[config.mk]
export PLATFORM = sky130hd
export DESIGN_NAME = pwl_seg_select_flat
export DESIGN_NICKNAME = d
export VERILOG_FILES = /design/src/rtl/pwl_seg_select_if.sv /design/src/rtl/pwl_seg_select.sv /design/src/flat_wrapper.sv
export SDC_FILE = /design/constraint.sdc
export NUM_CORES = 2
export LEC_CHECK = 0
export ABC_AREA = 1
export CAP_MARGIN = 25
export CORE_MARGIN = 5
export CORE_UTILIZATION = 43
export DETAILED_ROUTE_END_ITERATION = 12
export DONT_BUFFER_PORTS = 1
export GPL_ROUTABILITY_DRIVEN = 0
export SYNTH_ARGS = -nofsm -noshare
export SYNTH_HDL_FRONTEND = slang
export SYNTH_SLANG_ARGS = --single-unit
[constraint.sdc]
create_clock -name clk -period 7.35 [get_ports clk]
set_clock_uncertainty 0.15 [all_clocks]
set_input_delay 1.1025 -clock clk [delete_from_list [all_inputs] [get_ports clk]]
set_output_delay 1.1025 -clock clk [all_outputs]
set_load 0.02 [all_outputs]
[src/rtl/pwl_seg_select_if.sv]
// pwl_seg_select_if: request/response bundle for the PWL segment selector.
// Master side writes the breakpoint table and issues queries.
// Slave side returns the selected segment endpoints for the lerp stage.
interface pwl_seg_select_if #(
    parameter int S     = 32,
    parameter int N_PTS = 16
);
    localparam int AW = $clog2(N_PTS);

    // table write port
    logic          tab_we;
    logic [AW-1:0] tab_addr;
    logic [S-1:0]  tab_x;
    logic [S-1:0]  tab_y;

    // query request
    logic          start;
    logic [S-1:0]  x;

    // segment result
    logic [S-1:0]  x1;
    logic [S-1:0]  x2;
    logic [S-1:0]  y1;
    logic [S-1:0]  y2;
    logic [S-1:0]  x_out;
    logic          out_valid;
    logic          busy;
    logic          nan;

    modport master (
        output tab_we, tab_addr, tab_x, tab_y, start, x,
        input  x1, x2, y1, y2, x_out, out_valid, busy, nan
    );

    modport slave (
        input  tab_we, tab_addr, tab_x, tab_y, start, x,
        output x1, x2, y1, y2, x_out, out_valid, busy, nan
    );
endinterface

[src/rtl/pwl_seg_select.sv]
// pwl_seg_select: piecewise-linear segment finder in front of a lerp stage.
// Holds an N_PTS-entry breakpoint table (ascending x), latches a query on
// start, and walks the table one breakpoint per cycle until the query falls
// below the next breakpoint (or the last segment is reached). The chosen
// segment endpoints and the value to evaluate are presented with a one-cycle
// out_valid pulse and held until the next accepted query.
// Build option: define PWL_CLAMP_EN to clamp x_out to the table range;
// without it x_out is the raw query and the end segments extrapolate.
module pwl_seg_select #(
    parameter int S     = 32,
    parameter int N_PTS = 16
) (
    input logic             clk,
    input logic             rst,
    pwl_seg_select_if.slave bus
);
    localparam int            AW     = $clog2(N_PTS);
    localparam logic [AW-1:0] K_LAST = AW'(N_PTS - 2);

    typedef enum logic [1:0] {
        IDLE = 2'd0,
        SCAN = 2'd1,
        OUT  = 2'd2
    } state_t;

    // IEEE single to a signed key whose integer order is the float order;
    // -0 and +0 both map to zero so they compare equal.
    function automatic logic signed [S:0] f_key(input logic [S-1:0] f);
        logic signed [S:0] mag;
        mag = $signed({2'b00, f[S-2:0]});
        return f[S-1] ? -mag : mag;
    endfunction

    function automatic logic f_is_nan(input logic [S-1:0] f);
        return (&f[S-2:S-9]) && (|f[S-10:0]);
    endfunction

    logic [S-1:0]  r_tab_x [N_PTS];
    logic [S-1:0]  r_tab_y [N_PTS];

    state_t        r_state;
    logic [AW-1:0] r_k;
    logic [S-1:0]  r_q;
    logic          r_q_nan;

    logic [S-1:0]  r_x1;
    logic [S-1:0]  r_x2;
    logic [S-1:0]  r_y1;
    logic [S-1:0]  r_y2;
    logic [S-1:0]  r_x_out;
    logic          r_out_valid;
    logic          r_busy;
    logic          r_nan;

    logic [AW-1:0] w_k_next;
    logic [S-1:0]  w_x_next;
    logic          w_hit;
    logic          w_last;
    logic [S-1:0]  w_x_out;

    assign w_k_next = r_k + AW'(1);
    assign w_x_next = r_tab_x[w_k_next];
    assign w_hit    = f_key(r_q) < f_key(w_x_next);
    assign w_last   = (r_k == K_LAST);

    // Value handed to the lerp stage; optionally pinned to the table ends.
    always_comb begin
        w_x_out = r_q;
`ifdef PWL_CLAMP_EN
        if (f_key(r_q) < f_key(r_tab_x[0])) begin
            w_x_out = r_tab_x[0];
        end else if (f_key(r_q) > f_key(r_tab_x[N_PTS-1])) begin
            w_x_out = r_tab_x[N_PTS-1];
        end
`endif
    end

    // Table write port: only open while idle, and deliberately not reset so
    // a loaded table survives an abort.
    always_ff @(posedge clk) begin
        if (r_state == IDLE && bus.tab_we && int'(bus.tab_addr) < N_PTS) begin
            r_tab_x[bus.tab_addr] <= bus.tab_x;
            r_tab_y[bus.tab_addr] <= bus.tab_y;
        end
    end

    // Control FSM with registered result outputs.
    always_ff @(posedge clk) begin
        if (rst) begin
            r_state     <= IDLE;
            r_k         <= '0;
            r_q         <= '0;
            r_q_nan     <= 1'b0;
            r_x1        <= '0;
            r_x2        <= '0;
            r_y1        <= '0;
            r_y2        <= '0;
            r_x_out     <= '0;
            r_out_valid <= 1'b0;
            r_busy      <= 1'b0;
            r_nan       <= 1'b0;
        end else begin
            case (r_state)
                IDLE: begin
                    r_out_valid <= 1'b0;
                    if (bus.start) begin
                        r_q     <= bus.x;
                        r_q_nan <= f_is_nan(bus.x);
                        r_k     <= '0;
                        r_busy  <= 1'b1;
                        r_state <= SCAN;
                    end
                end
                SCAN: begin
                    if (r_q_nan) begin
                        // NaN has no segment: report it with zeroed data.
                        r_x1        <= '0;
                        r_x2        <= '0;
                        r_y1        <= '0;
                        r_y2        <= '0;
                        r_x_out     <= '0;
                        r_nan       <= 1'b1;
                        r_out_valid <= 1'b1;
                        r_state     <= OUT;
                    end else if (w_hit || w_last) begin
                        r_x1        <= r_tab_x[r_k];
                        r_x2        <= w_x_next;
                        r_y1        <= r_tab_y[r_k];
                        r_y2        <= r_tab_y[w_k_next];
                        r_x_out     <= w_x_out;
                        r_nan       <= 1'b0;
                        r_out_valid <= 1'b1;
                        r_state     <= OUT;
                    end else begin
                        r_k <= w_k_next;
                    end
                end
                OUT: begin
                    r_out_valid <= 1'b0;
                    r_busy      <= 1'b0;
                    r_state     <= IDLE;
                end
                default: begin
                    r_out_valid <= 1'b0;
                    r_busy      <= 1'b0;
                    r_state     <= IDLE;
                end
            endcase
        end
    end

    assign bus.x1        = r_x1;
    assign bus.x2        = r_x2;
    assign bus.y1        = r_y1;
    assign bus.y2        = r_y2;
    assign bus.x_out     = r_x_out;
    assign bus.out_valid = r_out_valid;
    assign bus.busy      = r_busy;
    assign bus.nan       = r_nan;
endmodule

[src/flat_wrapper.sv]
// flat-port wrapper written by rule: the top's interface ports become plain ports
module pwl_seg_select_flat 
#(
    parameter int S     = 32,
    parameter int N_PTS = 16
)
  (clk, rst, bus_tab_we, bus_tab_addr, bus_tab_x, bus_tab_y, bus_start, bus_x, bus_x1, bus_x2, bus_y1, bus_y2, bus_x_out, bus_out_valid, bus_busy, bus_nan);
  pwl_seg_select_if #(.S(S), .N_PTS(N_PTS)) bus_i ();
  input logic clk;
  input logic rst;
  input wire logic [$bits(bus_i.tab_we)-1:0] bus_tab_we;
  input wire logic [$bits(bus_i.tab_addr)-1:0] bus_tab_addr;
  input wire logic [$bits(bus_i.tab_x)-1:0] bus_tab_x;
  input wire logic [$bits(bus_i.tab_y)-1:0] bus_tab_y;
  input wire logic [$bits(bus_i.start)-1:0] bus_start;
  input wire logic [$bits(bus_i.x)-1:0] bus_x;
  output wire logic [$bits(bus_i.x1)-1:0] bus_x1;
  output wire logic [$bits(bus_i.x2)-1:0] bus_x2;
  output wire logic [$bits(bus_i.y1)-1:0] bus_y1;
  output wire logic [$bits(bus_i.y2)-1:0] bus_y2;
  output wire logic [$bits(bus_i.x_out)-1:0] bus_x_out;
  output wire logic [$bits(bus_i.out_valid)-1:0] bus_out_valid;
  output wire logic [$bits(bus_i.busy)-1:0] bus_busy;
  output wire logic [$bits(bus_i.nan)-1:0] bus_nan;
  assign bus_i.tab_we = bus_tab_we;
  assign bus_i.tab_addr = bus_tab_addr;
  assign bus_i.tab_x = bus_tab_x;
  assign bus_i.tab_y = bus_tab_y;
  assign bus_i.start = bus_start;
  assign bus_i.x = bus_x;
  assign bus_x1 = bus_i.x1;
  assign bus_x2 = bus_i.x2;
  assign bus_y1 = bus_i.y1;
  assign bus_y2 = bus_i.y2;
  assign bus_x_out = bus_i.x_out;
  assign bus_out_valid = bus_i.out_valid;
  assign bus_busy = bus_i.busy;
  assign bus_nan = bus_i.nan;
  pwl_seg_select #(.S(S), .N_PTS(N_PTS)) u_core (.clk(clk), .rst(rst), .bus(bus_i));
endmodule
Yosys cells after proc, flatten, opt, wreduce, memory -nomap -nowiden. Memory sizes are Yosys's and may differ from the RTL's. A register that Yosys moved wholly into a read port is not among the register bits. Cells that the tools add are included.

$add $sub $neg: 3. $lt $le $gt $ge: 1. Eq/ne operators: 6. Multiplexer cells: 32. Bitwise operators: 1. Reductions and logical operators: 14.

Operator list (number): 32-bit 2-to-1 mux (10); 33-bit 2-to-1 mux (2); 31-bit negator with 33-bit output (2); 33-bit less-than comparator (1); 4-bit 2-to-1 mux (7); 23-bit OR reduction (1); 4-bit one-hot mux with 2 select lines (1); 2-bit AND reduction (4); 8-bit AND reduction (1); 1-bit 2-to-1 mux (7); 2-bit 2-to-1 mux (3); 2-bit != test (second input constant) (3); 4-bit by 1-bit adder with 4-bit output (second input constant) (1); 4-bit equality test (second input constant) (1); 2-bit one-hot mux with 2 select lines (1); 4-bit AND reduction (1); 2-bit nonzero test (2); 3-bit by 1-bit != test with 1-bit output (second input constant) (1); 2-bit by 1-bit equality test with 1-bit output (second input constant) (1); 1-bit logical AND (2); 2-bit zero test (1); 1-bit one-hot mux with 2 select lines (1); 2-bit OR reduction (1); 1-bit logical OR (1); 1-bit NOT (1).

Bits in registers: 202. Memory bits (writable): 1024. Output and inout bits: 163. Word-level logic and storage cells: 71. Memories: 2.

Memories: u_core.r_tab_x (depth 16, bits a word 32, read ports 2, clocked after Yosys merged registers in 1, write ports 1, line pwl_seg_select.sv:38) `logic [S-1:0] r_tab_x [N_PTS];`; u_core.r_tab_y (depth 16, bits a word 32, read ports 2, clocked after Yosys merged registers in 1, write ports 1, line pwl_seg_select.sv:39) `logic [S-1:0] r_tab_y [N_PTS];`.

Logic depth before layout (Yosys ltp). An unclocked memory read counts as a cell.

Depth after elaboration: 11. Gate-level depth with buffers: 46. Depth with buffers taken out: 36.

Least setup slack after synthesis. No wires, ideal clock.

Kind: register to register. Start: register u_core.r_k[0]. End: register u_core.r_x1[10], in the netlist u_core.bus.x1[10]. Setup time: 0.113 ns. Arrival: 5.334 ns. Data required time: 7.087 ns. Path slack: 1.753 ns. Cell stages (with the launch flop): 46. Path buffers: 10. Cells stage by stage: dfxtp_1 inv_2 buf_2 buf_2 buf_2 buf_2 buf_2 buf_2 ha_1 inv_1 buf_2 buf_2 a21oi_1 o21ai_0 nand3_1 nand3_1 nand2_1 inv_1 (+10 left out) ha_1 nand2_1 nor2_1 nand2_1 nor2_1 nand3_1 nor2_1 nor2_1 nand2_1 nand2_1 nand2_1 nand2_2 nand2_4 nor2_4 buf_4 buf_2 nand2_1 nand2_1.

Cells in the longest elaborated chain, start to end: 8.

Ends and longest elaborated chain: start: declaration (line pwl_seg_select.sv:42) `logic [AW-1:0] r_k;`; start signal: assignment (line pwl_seg_select.sv:135) `r_k <= w_k_next;`; 4-bit by 1-bit adder with 4-bit output (line pwl_seg_select.sv:61) `assign w_k_next = r_k + AW'(1);`; memory 16 x 32 bit; 31-bit negator with 33-bit output (line pwl_seg_select.sv:31) `return f[S-1] ? -mag : mag;`; 33-bit 2-to-1 mux (line pwl_seg_select.sv:31); 33-bit less-than comparator (line pwl_seg_select.sv:63) `assign w_hit = f_key(r_q) < f_key(w_x_next);`; 1-bit logical OR (*) (line pwl_seg_select.sv:125) `end else if (w_hit || w_last) begin`; 2-bit nonzero test (no line) (*); 2-bit AND reduction (no line) (*); end signal: assignment (line pwl_seg_select.sv:126) `r_x1 <= r_tab_x[r_k];`; end: declaration (line pwl_seg_select.sv:46) `logic [S-1:0] r_x1;`.

Mark *: on every way between the ends. The rest lies on a longest branch, timed or not. A chain may end at the register's enable or synchronous reset.

Worst setup path in the final report.
Start: register u_core.r_k[0]. End: register u_core.r_x2[31], in the netlist u_core.bus.x2[31].

Cells in the longest elaborated chain, start to end: 8.

Ends and longest elaborated chain: 4-bit by 1-bit adder with 4-bit output (line pwl_seg_select.sv:61); memory 16 x 32 bit; 31-bit negator with 33-bit output (line pwl_seg_select.sv:31); 33-bit 2-to-1 mux (line pwl_seg_select.sv:31); 33-bit less-than comparator (line pwl_seg_select.sv:63); 1-bit logical OR (line pwl_seg_select.sv:125); 2-bit nonzero test (no line); 2-bit AND reduction (no line); end signal: assignment (line pwl_seg_select.sv:127) `r_x2 <= w_x_next;`; end: declaration (line pwl_seg_select.sv:47) `logic [S-1:0] r_x2;`.

Parallel ways exist; a longest one is shown, timed or not. The select of a mux whose other input is x is not followed.

==> reports/results.txt <==
Status - completed
Seq cells post-synth - 1230
Largest net degree at the start of global routing - 244
Top Family by Delay on Critical Path - simple AND/OR/NAND/NOR gates
Commonest non-fill, non-tap cell in the layout - nand2_1
Fin Setup TNS - 0 ns
Layout cells sized above 1 - 0.0508
Compound-Gate Fraction of Synth Area - 0.187
Final worst setup slack - 0.836 ns
All-Layer GR Usage - 0.255
Hold Violations, Final - 0
Root buffer cell - clkbuf_16
CTS Buf Count - 134
Syn avg cell area - 9.30 sq um
DP HPWL - 106000 um
Vias - 48000
Fill cell count - 12900
Global-route wire length before repair - 285000 um
Layout Cells excl Fill - 8137
Initial Util - 0.431
Post-Route WL - 194000 um
Synthesized Nets - 6583
Critical Path AT - 7.07 ns
Cell Pwr Density - 423 nW/um^2
Post-synthesis simple-gate area fraction - 0.141
Antenna Violating Nets Remaining - 0
Adder-Cell Fraction of Synth Area - 0.00751
Row cnt - 137
CP required - 7.90 ns
Max-slew violations - 0
First DRT Iteration DRCs - 5045
Core area - 139000 sq um
Worst-Skew Late Latency - 0.77 ns
Count of buffer and inverter cells on the critical path - 5
Yosys cell types - 41
Worst hold slack - 0.254 ns
Number of global-route vias before repair - 45100
Max Buffers Root-to-Sink - 3
PostCTS Resize Cnt - 0
Critical Path End Type - register
Fin crit period - 6.51 ns
Die area - 147000 sq um
Peak Freq - 154 MHz
Slowest cell delay on critical path - 0.66 ns
Residual DRC - 0
# setup viols final - 0
Xor/xnor share of the synthesized area - 0.00712
Yosys warnings - 0
Peak VDD IR - 0.308 mV
I/O pin total - 267
GRT overflow - 0
Hold_buf cts - 0
Most frequent cells in the layout - nand2_1 (1093), edfxtp_1 (1024), o21ai_0 (746)
Port Buf Inserts - 0
Synth area leaders - edfxtp_1 (51%), dfxtp_1 (6.9%), nand2_1 (6.8%), o21ai_0 (6.2%), a21oi_1 (6.2%)
Mapped cell area - 59900 sq um
Via density - 5.90
Main combinational cell family by area after synthesis - compound AO/OA/AOI/OAI gates
CTS sink cnt - 1230
Post-synth top area cell - edfxtp_1
Seq/Total Area, Yosys - 0.582
Antenna cells - 0
Crit-path most repeated cell - nand2_1
Routed wire per std cell - 23.8 um
Die H - 383 um
Antenna violations before repair - 0
Mapped Cells - 6443
Synth-to-layout area growth - 8.85%
Postcts setup bufs - 0
Crit path max fanout - 94
Fraction of the cycle the final worst path needs - 0.886
CTS tree - done
Slowest CP cell - dfxtp_4
Leak - 23.9 nW
Max Cap Viol - 0
Post-layout nets - 6302
Clock slew at reported path FFs - 0.06 ns
Mux share of post-synthesis cell area - 0
Setup CP Type - register to register
Post-place setup slack - 0.961 ns
Max_slew headroom - 0.217
CP startpoint kind - register
Die width - 383 um
Max H-tree Level - 4
DP Cell Count - 7901
Top cell type's share of synthesized area - 0.513
Slew @ Worst Pin - 1.17 ns
Router iterations before antenna repair - 6
RSZ-0062 raised after global routing - false
Worst hold path type - input pin to register
[flip-flops by register name (all words and copies together), names as in the netlist, named ones only]
signal / cells
u_core.r_tab_x: 512
u_core.r_tab_y: 512
u_core.bus.x1: 32
u_core.bus.x2: 32
u_core.bus.x_out: 32
u_core.bus.y1: 32
u_core.bus.y2: 32
u_core.r_q: 32
u_core.r_k: 4
u_core.r_state: 2
u_core.bus.busy: 1
u_core.bus.nan: 1
u_core.bus.out_valid: 1
u_core.r_q_nan: 1
[metrics by stage]
step	power, mW	instance area, sq um	utilization
2_1_floorplan	17.3	59900	-
3_3_place_gp	21.1	61300	0.441
3_5_place_dp	21.2	61300	0.441
4_1_cts	27.5	65200	0.469
5_1_grt	29.1	65200	0.469
6_report	27.6	65200	0.469
[area by class of cell]
class                   count  area [sq um]  share of cell area
clock inverters            45           223             0.00341
flip-flops and latches   1230         34900               0.535
inverters                 623          2360              0.0362
well taps                1876          2350              0.0360
repair buffers             94           931              0.0143
clock buffers             190          3710              0.0569
multi-input cells        4079         20800               0.318
[path summary, 6_finish.rpt]
| path | from | to | slack [ns] | cells past startpoint |
|---|---|---|---|---|
| worst max-delay path | u_core.r_k[0]$_SDFFE_PP0P_ | u_core.bus.x2[31]$_SDFFE_PP0P_ | 0.84 | 26 |
| worst min-delay path | rst | u_core.r_q[24]$_SDFFE_PP0P_ | 0.25 | 1 |
| worst max register to register | u_core.r_k[0]$_SDFFE_PP0P_ | u_core.bus.x2[31]$_SDFFE_PP0P_ | 0.84 | 26 |
| worst min register to register | u_core.r_q[17]$_SDFFE_PP0P_ | u_core.bus.x_out[17]$_SDFFE_PP0P_ | 0.33 | 2 |
[kinds of logic after synthesis]
| family | after synthesis |
|---|---|
| compound gates | 2010 |
| xor+xnor | 47 |
| fa+ha+maj | 36 |
| buf+inv | 1134 |
| flops | 1230 |
| simple gates | 1986 |
[synth_stat cells]
| library cell | n |
|---|---|
| nand2_1 | 1093 |
| edfxtp_1 | 1024 |
| o21ai_0 | 746 |
| a21oi_1 | 737 |
| nand3_1 | 647 |
| inv_1 | 614 |
| o211ai_1 | 318 |
| clkbuf_1 | 278 |
| dfxtp_1 | 206 |
| nor2_1 | 176 |
| buf_2 | 156 |
| a211oi_1 | 87 |
| o22ai_1 | 74 |
| buf_1 | 65 |
| nand4_1 | 40 |
| xor2_1 | 38 |
| ha_1 | 36 |
| o21ai_1 | 21 |
| a31oi_1 | 14 |
| buf_4 | 9 |
| nand2_2 | 7 |
| xnor2_1 | 7 |
| nor4_1 | 6 |
| inv_2 | 5 |
| o221ai_1 | 5 |
| clkinv_1 | 4 |
| nor2_2 | 4 |
| nor3_1 | 4 |
| o2111ai_1 | 4 |
| buf_6 | 3 |
| nand3b_1 | 3 |
| a21o_1 | 2 |
| nor2_4 | 2 |
| a21boi_0 | 1 |
| and3_1 | 1 |
| nand2_4 | 1 |
| nand3_2 | 1 |
| o21ai_2 | 1 |
| or2_2 | 1 |
| xnor2_2 | 1 |
| xor2_2 | 1 |
[metal layers]
layer  wire length, um  track usage  vias to the layer above
met3             15800       0.0497                      420
met1             78300        0.331                    23300
met4              8890        0.111                        0
met5                 0            0                        -
li1                  -            -                    22200
met2             90700        0.418                     2097
[power breakdown]
part	leakage (nW)	switching, mW	internal, mW	total, mW
Sequential	10.9	1.07	8.09	9.16
Combinational	11.1	8.74	3.43	12.2
Clock	1.92	2.75	3.50	6.25
(Power assumes the default switching activity.)
